File: config.mk
export PLATFORM = sky130hd
export DESIGN_NAME = riscv_ifetch
export DESIGN_NICKNAME = d
export VERILOG_FILES = /design/src/rtl/riscv_ifetch.sv
export SDC_FILE = /design/constraint.sdc
export NUM_CORES = 1
export LEC_CHECK = 0
export ABC_AREA = 0
export CORE_ASPECT_RATIO = 0.5
export CORE_MARGIN = 2
export CORE_UTILIZATION = 30
export CTS_CLUSTER_DIAMETER = 30
export DETAILED_ROUTE_END_ITERATION = 12
export DONT_BUFFER_PORTS = 1
export PLACE_DENSITY_LB_ADDON = 0.25
export SKIP_CTS_REPAIR_TIMING = 1
export SLEW_MARGIN = 20
export SYNTH_ARGS = -nofsm -noshare
export SYNTH_HDL_FRONTEND = slang
export SYNTH_SLANG_ARGS = --single-unit
File: constraint.sdc
create_clock -name clk -period 12.6 [get_ports clk]
set_clock_uncertainty 0.1 [all_clocks]
set_input_delay 1.89 -clock clk [delete_from_list [all_inputs] [get_ports clk]]
set_output_delay 1.89 -clock clk [all_outputs]
set_load 0.01 [all_outputs]
File: src/rtl/riscv_ifetch.sv
// Instruction fetch stage: sequential PC generation, in-order imem request/response, FWFT queue to decode.
// Optional performance counters are compiled in when RISCV_IFETCH_PERF_EN is defined.
module riscv_ifetch #(
  parameter int              XLEN       = 64,
  parameter int              FIFO_DEPTH = 4,
  parameter logic [XLEN-1:0] RESET_PC   = 64'h0000_0000_8000_0000
) (
  input  logic            clk,
  input  logic            rst,
  output logic            imem_req_valid_o,
  input  logic            imem_req_ready_i,
  output logic [XLEN-1:0] imem_req_addr_o,
  input  logic            imem_rsp_valid_i,
  input  logic [31:0]     imem_rsp_data_i,
  input  logic            imem_rsp_err_i,
  input  logic            redirect_i,
  input  logic [XLEN-1:0] redirect_pc_i,
  output logic            inst_valid_o,
  input  logic            inst_ready_i,
  output logic [31:0]     inst_o,
  output logic [XLEN-1:0] inst_pc_o,
  output logic            inst_err_o
`ifdef RISCV_IFETCH_PERF_EN
  ,
  output logic [63:0]     perf_fetched_o,
  output logic [31:0]     perf_redirect_o,
  output logic [31:0]     perf_drop_o
`endif
);

  localparam int PW = (FIFO_DEPTH > 1) ? $clog2(FIFO_DEPTH) : 1;
  localparam int CW = $clog2(FIFO_DEPTH + 1);
  localparam int SW = CW + 1;

  typedef enum logic [1:0] {FETCH, DRAIN, HALT} state_t;

  state_t          state, state_nxt;
  logic [XLEN-1:0] fetch_pc, rsp_pc, redirect_pc_al;
  logic [CW-1:0]   q_count, outstanding, outstanding_nxt, drop_cnt;
  logic [PW-1:0]   rd_ptr, wr_ptr;
  logic            started, req_hold;
  logic            req_hs, push, pop, credit, full;

  logic [31:0]     q_data [FIFO_DEPTH];
  logic [XLEN-1:0] q_pc   [FIFO_DEPTH];
  logic            q_err  [FIFO_DEPTH];

  assign redirect_pc_al  = redirect_pc_i & ~XLEN'(3);
  // Credit uses registered counts only, so a pop or response this cycle frees a slot next cycle.
  assign credit          = (SW'(q_count) + SW'(outstanding)) < SW'(FIFO_DEPTH);
  assign full            = (q_count == CW'(FIFO_DEPTH));
  assign req_hs          = imem_req_valid_o && imem_req_ready_i;
  assign outstanding_nxt = outstanding + CW'(req_hs) - CW'(imem_rsp_valid_i);
  assign push            = imem_rsp_valid_i && (drop_cnt == '0) && !redirect_i;
  assign inst_valid_o    = (q_count != '0);
  assign pop             = inst_valid_o && inst_ready_i && !redirect_i;

  assign inst_o    = inst_valid_o ? q_data[rd_ptr] : '0;
  assign inst_pc_o = inst_valid_o ? q_pc[rd_ptr]   : '0;
  assign inst_err_o = inst_valid_o ? q_err[rd_ptr] : 1'b0;

  always_ff @(posedge clk or posedge rst) begin
    if (rst) state <= FETCH;
    else     state <= state_nxt;
  end

  always_comb begin
    state_nxt = state;
    case (state)
      FETCH: state_nxt = FETCH;
      DRAIN: if (drop_cnt == '0 || (drop_cnt == CW'(1) && imem_rsp_valid_i)) state_nxt = FETCH;
      HALT:  state_nxt = HALT;
      default: state_nxt = FETCH;
    endcase
    if (push && imem_rsp_err_i) state_nxt = HALT;
    if (redirect_i) state_nxt = (outstanding_nxt != '0) ? DRAIN : FETCH;
  end

  // A request left pending when a fault halts fetch is still held until it handshakes.
  always_comb begin
    imem_req_valid_o = 1'b0;
    case (state)
      FETCH:   imem_req_valid_o = started && credit;
      HALT:    imem_req_valid_o = req_hold;
      default: imem_req_valid_o = 1'b0;
    endcase
    imem_req_addr_o = fetch_pc;
  end

  always_ff @(posedge clk or posedge rst) begin
    if (rst) begin
      fetch_pc    <= RESET_PC;
      rsp_pc      <= RESET_PC;
      outstanding <= '0;
      drop_cnt    <= '0;
      q_count     <= '0;
      rd_ptr      <= '0;
      wr_ptr      <= '0;
      started     <= 1'b0;
      req_hold    <= 1'b0;
    end else begin
      started     <= 1'b1;
      outstanding <= outstanding_nxt;
      req_hold    <= imem_req_valid_o && !imem_req_ready_i && !redirect_i;
      if (redirect_i) begin
        fetch_pc <= redirect_pc_al;
        rsp_pc   <= redirect_pc_al;
        drop_cnt <= outstanding_nxt;
        q_count  <= '0;
        rd_ptr   <= '0;
        wr_ptr   <= '0;
      end else begin
        if (req_hs) fetch_pc <= fetch_pc + XLEN'(4);
        if (imem_rsp_valid_i && drop_cnt != '0) drop_cnt <= drop_cnt - CW'(1);
        if (push) begin
          wr_ptr <= wr_ptr + PW'(1);
          rsp_pc <= rsp_pc + XLEN'(4);
        end
        if (pop) rd_ptr <= rd_ptr + PW'(1);
        q_count <= q_count + CW'(push) - CW'(pop);
      end
    end
  end

  // Queue storage carries data only; validity lives in q_count.
  always_ff @(posedge clk) begin
    if (push) begin
      q_data[wr_ptr] <= imem_rsp_data_i;
      q_pc[wr_ptr]   <= rsp_pc;
      q_err[wr_ptr]  <= imem_rsp_err_i;
    end
  end

  push_not_full: assert property (@(posedge clk) disable iff (rst) !(push && full));

`ifdef RISCV_IFETCH_PERF_EN
  always_ff @(posedge clk or posedge rst) begin
    if (rst) begin
      perf_fetched_o  <= '0;
      perf_redirect_o <= '0;
      perf_drop_o     <= '0;
    end else begin
      if (pop) perf_fetched_o <= perf_fetched_o + 64'd1;
      if (redirect_i) perf_redirect_o <= perf_redirect_o + 32'd1;
      if (imem_rsp_valid_i && (drop_cnt != '0 || redirect_i)) perf_drop_o <= perf_drop_o + 32'd1;
    end
  end
`endif

endmodule

Word-level counts from Yosys, hierarchy flattened:

Memory sizes are Yosys's and may differ from the RTL's.
Index checks and enable logic that the tools add are counted.

* $add $sub $neg: 10
* magnitude comparators: 1
* eq/ne operators: 4
* muxes and demuxes: 22
* reduce and logical (&&, ||, !) cells: 23

Operators with widths (number)
* 2-to-1 mux 64 bit: 5
* adder 64 x 3 -> 64 bit (second input constant): 2
* 2-to-1 mux 32 bit: 1
* 2-to-1 mux 2 bit: 7
* logical AND 1 bit: 11
* 2-to-1 mux 3 bit: 3
* nonzero test 3 bit: 3
* nonzero test 2 bit: 4
* adder 3 x 1 -> 3 bit: 2
* subtractor 3 x 1 -> 3 bit: 2
* adder 2 x 1 -> 2 bit (second input constant): 2
* adder 3 x 3 -> 4 bit: 1
* less-than comparator 4 x 3 -> 1 bit (second input constant): 1
* 2-to-1 mux 1 bit: 4
* != test 4 bit (second input constant): 1
* case mux 2 bit (2 select lines): 1
* == test 3 x 1 -> 1 bit (second input constant): 1
* logical NOT 3 bit: 1
* subtractor 3 x 1 -> 3 bit (second input constant): 1
* == test 2 x 1 -> 1 bit (second input constant): 1
* == test 2 bit (second input constant): 1
* logical NOT 1 bit: 2
* logical NOT 2 bit: 1
* case mux 1 bit (2 select lines): 1
* logical OR 1 bit: 1

* register bits after elaboration: 145
* bits in writable memories: 388
* input port bits: 103
* output and inout bits: 163
* logic and storage cells: 73
* memories kept: 3

Memory list
* q_pc: depth 4, bits a word 64, read ports 1, clocked after Yosys merged registers in 0, wr ports 1, line 45 `logic [XLEN-1:0] q_pc [FIFO_DEPTH];`
* q_data: depth 4, bits a word 32, read ports 1, clocked after Yosys merged registers in 0, wr ports 1, line 44 `logic [31:0] q_data [FIFO_DEPTH];`
* q_err: depth 4, bits a word 1, read ports 1, clocked after Yosys merged registers in 0, wr ports 1, line 46 `logic q_err [FIFO_DEPTH];`

Longest topological paths before layout:

* word-level depth: 10
* mapped depth: 13
* depth with buffers taken out: 13

Worst setup path after synthesis:

OpenSTA, ideal clock, no wires.

* kind: input to register
* start point: input port imem_rsp_valid_i
* end point: memory q_data[0][0], enable pin
* library setup time: 0.465 ns
* arrival: 4.848 ns
* data required time: 12.035 ns
* setup slack: 7.186 ns
* cell stages on the path: 4
* path buffers: 2
* cells stage by stage: and3b_1 -> clkbuf_1 -> clkbuf_1 -> and3_1

* cells in the longest elaborated chain, start to end: 4

RTL lines
* start, declared: line 13 `input logic imem_rsp_valid_i,`
* logical AND 1 bit (2 in a row): line 54 `assign push = imem_rsp_valid_i && (drop_cnt == '0) && !redirect_i;`
* 2-to-1 mux 1 bit: line 127 `if (push) begin`
* 2-to-1 mux 1 bit (implied by the code): line 128 `q_data[wr_ptr] <= imem_rsp_data_i;`
* end, declared: line 44

Every way passes these cells.

Worst setup path in the final report:

* start point: register rd_ptr[0]
* end point: output port inst_o[9]

* cells in the longest elaborated chain, start to end: 2

RTL lines
* start, declared: line 40 `logic [PW-1:0] rd_ptr, wr_ptr;`
* start signal, assigned: line 119 `if (pop) rd_ptr <= rd_ptr + PW'(1);`
* memory (4 x 32 bit)
* 2-to-1 mux 32 bit: line 58 `assign inst_o = inst_valid_o ? q_data[rd_ptr] : '0;`
* end, declared: line 20 `output logic [31:0] inst_o,`

Every way passes these cells.

==> impl_metrics.yaml <==
placement:
  io_buffers: 0
  hpwl_um: 41130
  placed_cell_area_um2: 24020
  gp_congestion: 0.8283
grt:
  grt_overflow: 0
  first_global_vias: 13710
  grt_pass1_wl_um: 92740
  grt_util_all_layers_pct: 15.82
  grt_max_degree: 96
  antenna_found_initial: 6
final_layout:
  fin_nets: 1686
  drive_above_1_share_pct: 20.27
  fin_area_um2: 27380
  final_common_cell: "edfxtp_1"
  area_growth_syn_to_layout_pct: 19.38
  mostFrequentLayoutCells: "edfxtp_1, dfrtp_1, and2_1"
floorplan:
  start_util_pct: 30.41
  die_y_um: 199.5
  num_io_pins: 266
  rows: 71
  core_um2: 75420
  fp.dieW_um: 395.0
  die-area_um2: 78810
synthesis:
  synth_cells: 1539
  yosysWarnings: 0
  synth-main-ff-cell: "edfxtp_1"
  yosysTopAreaCellShare_pct: 49.75
  synthTopCellsByArea: "edfxtp_1, dfrtp_1, mux4_2, and2_1, mux2_2"
  synth-edff-count: 380
  synth.largest_area_cell: "edfxtp_1"
  syn-mean-instance-area_um2: 14.90
  yosysUniqueCellTypes: 63
  yosysSeqAreaShare_pct: 65.15
  synth-seq-cells: 521
  syn_area_um2: 22930
  async_reset_ff_share_pct: 27.06
run:
  cap_violations: 0
worst_setup_path:
  crit_path_max_fanout: 36
  cp_num_buf_inv: 1
  max_stage_delay_ns: 0.82
  worst_ep_arrival_time_ns: 3.10
  critical_path.slowest_cell: "dfrtp_4"
  start_kind: "register"
  cp-end-kind: "output port"
  crit_type: "register to output port"
  cp_cell_sequence: "buf_4, mux4_2, and2_1"
  cp_top_family: "flip-flops"
  required_ns: 10.61
sta:
  worst_pin_slew_ns: 0.9905
  fmax_mhz: 196.3
  final.min_clock_period_ns: 5.094
  setup_viol: 0
  drv_slew: 0
  finalCritPeriodShare_pct: 40.43
  rsz0062_at_grt: "no"
  max_slew_margin_pct: 33.46
  finalSetupTns_ns: 0
  final-hold-violation-count: 0
clock_tree:
  root_buffer: "clkbuf_16"
  cts_tree: "yes"
  clock_latency_ns: 0.65
  htreeDepth: 3
  clkSinkCount: 521
  numCtsBuffers: 95
  clock_path_buffers: 3
  clk_pin_slew_ns: 0.05
min_path:
  hold_path_class: "register to register"
routing:
  vias_per_cell: 5.116
  routed_wirelength_um: 62960
  drc: 0
  drt_iter0_drc: 941
  dr_total_vias: 13670
  dr.pass1.iters: 5
  wl_per_cell_um: 23.56
  ant_nets: 0
pwr:
  powerDensity_nw_per_um2: 205.1
  power.leakage_uw: 0.008923
  ir_drop_mv: 0.1173
  finalPower_uw: 5616
status:
  status: "completed"
-- worst paths after layout --
| check | from | endpoint | slack [ns] | cells after the start |
|---|---|---|---|---|
| min in group asynchronous | rst | imem_req_addr_o[61] | 1.10 | 1 |
| hold reg to reg | outstanding[0] | outstanding[0] | 0.47 | 1 |
| max in group asynchronous | rst | rsp_pc[24] | 10.14 | 2 |
| setup / recovery | rd_ptr[0] | inst_o[9] | 7.51 | 3 |
| hold / removal | outstanding[0] | outstanding[0] | 0.47 | 1 |
| setup reg to reg | q_count[2] | imem_req_addr_o[37] | 9.02 | 7 |
-- per-layer routing --
metal  wire [µm]  GRT usage (%)  up-vias
met1       28000          21.04     7078
met5           0              0        -
met4        1698          5.881        0
met3        2774          3.694      112
li1            -              -     6160
met2       30480          25.26      320
-- final cells by class --
cell class	instances	area (µm²)
Fill cell	7092	48040
Tap cell	1022	1279
Timing Repair Buffer	15	116.4
Antenna cell	7	17.52
Inverter	24	97.59
Sequential cell	521	14950
Multi-Input combinational cell	909	7585
Clock buffer	105	2485
Clock inverter	69	850.8
-- cells by family (layout without fill, tap and decap cells) --
family,count (synthesis),count (layout),synth area share (%)
other,2,12,0.03275
flip-flops,521,521,65.15
buffers and inverters,112,213,1.958
adder cells (fa/ha/maj),17,17,0.9929
AND/OR/NAND/NOR,547,547,13.77
XOR/XNOR,54,54,2.062
AO/OA/AOI/OAI,158,158,5.101
multiplexers,128,128,10.93
-- synth_stat cells, types with 18 or more instances --
library cell / instances
dfrtp_1: 139
inv_1: 23
and2_1: 112
edfxtp_1: 380
o21ai_0: 19
nor3_1: 37
nand4_1: 41
o31a_1: 23
or4_1: 21
xnor2_1: 38
nand2_1: 59
clkbuf_1: 62
o31ai_1: 18
and3_1: 29
nor4_1: 23
nand3_1: 60
or3_1: 21
and4_1: 27
mux2_2: 30
nor2_1: 68
mux4_2: 95
a31oi_1: 32
-- report_power, final --
| part | total (µW) | switching [µW] | internal (µW) |
|---|---|---|---|
| clock network | 2600 | 931 | 1670 |
| registers | 2120 | 166 | 1960 |
| logic | 887 | 513 | 375 |
| total | 5620 | 1610 | 4010 |
-- worst reg2reg max path: stages, from the launching register on --
cell and delay [ns]:
dfrtp_1 0.41, ha_1 0.32, nor4_2 0.35, a32oi_2 0.33, inv_2 0.28, nand4_1 0.76, or4_1 0.78, a31oi_1 0.18
-- state kept, by name (all words and copies together), names as in the netlist --
| name | flops |
|---|---|
| q_data | 128 |
| state | 2 |
| drop_cnt | 3 |
| req_hold | 1 |
| q_err | 4 |
| imem_req_addr_o | 62 |
| q_pc | 248 |
| started | 1 |
| rd_ptr | 2 |
| wr_ptr | 2 |
| outstanding | 3 |
| q_count | 3 |
| rsp_pc | 62 |
-- through the flow --
stage	utilization (%)	hold slack, ns	worst slack [ns]	instances
CTS	36.27	0.4760	7.323	2665
floorplan	-	0.3888	6.832	1542
global placement	31.85	0.4618	7.990	2491
detailed placement	31.85	0.4683	8.035	2491
global route	36.30	0.4887	7.233	2671
finish	36.30	0.4685	7.506	2672
(Power assumes the default switching activity.)
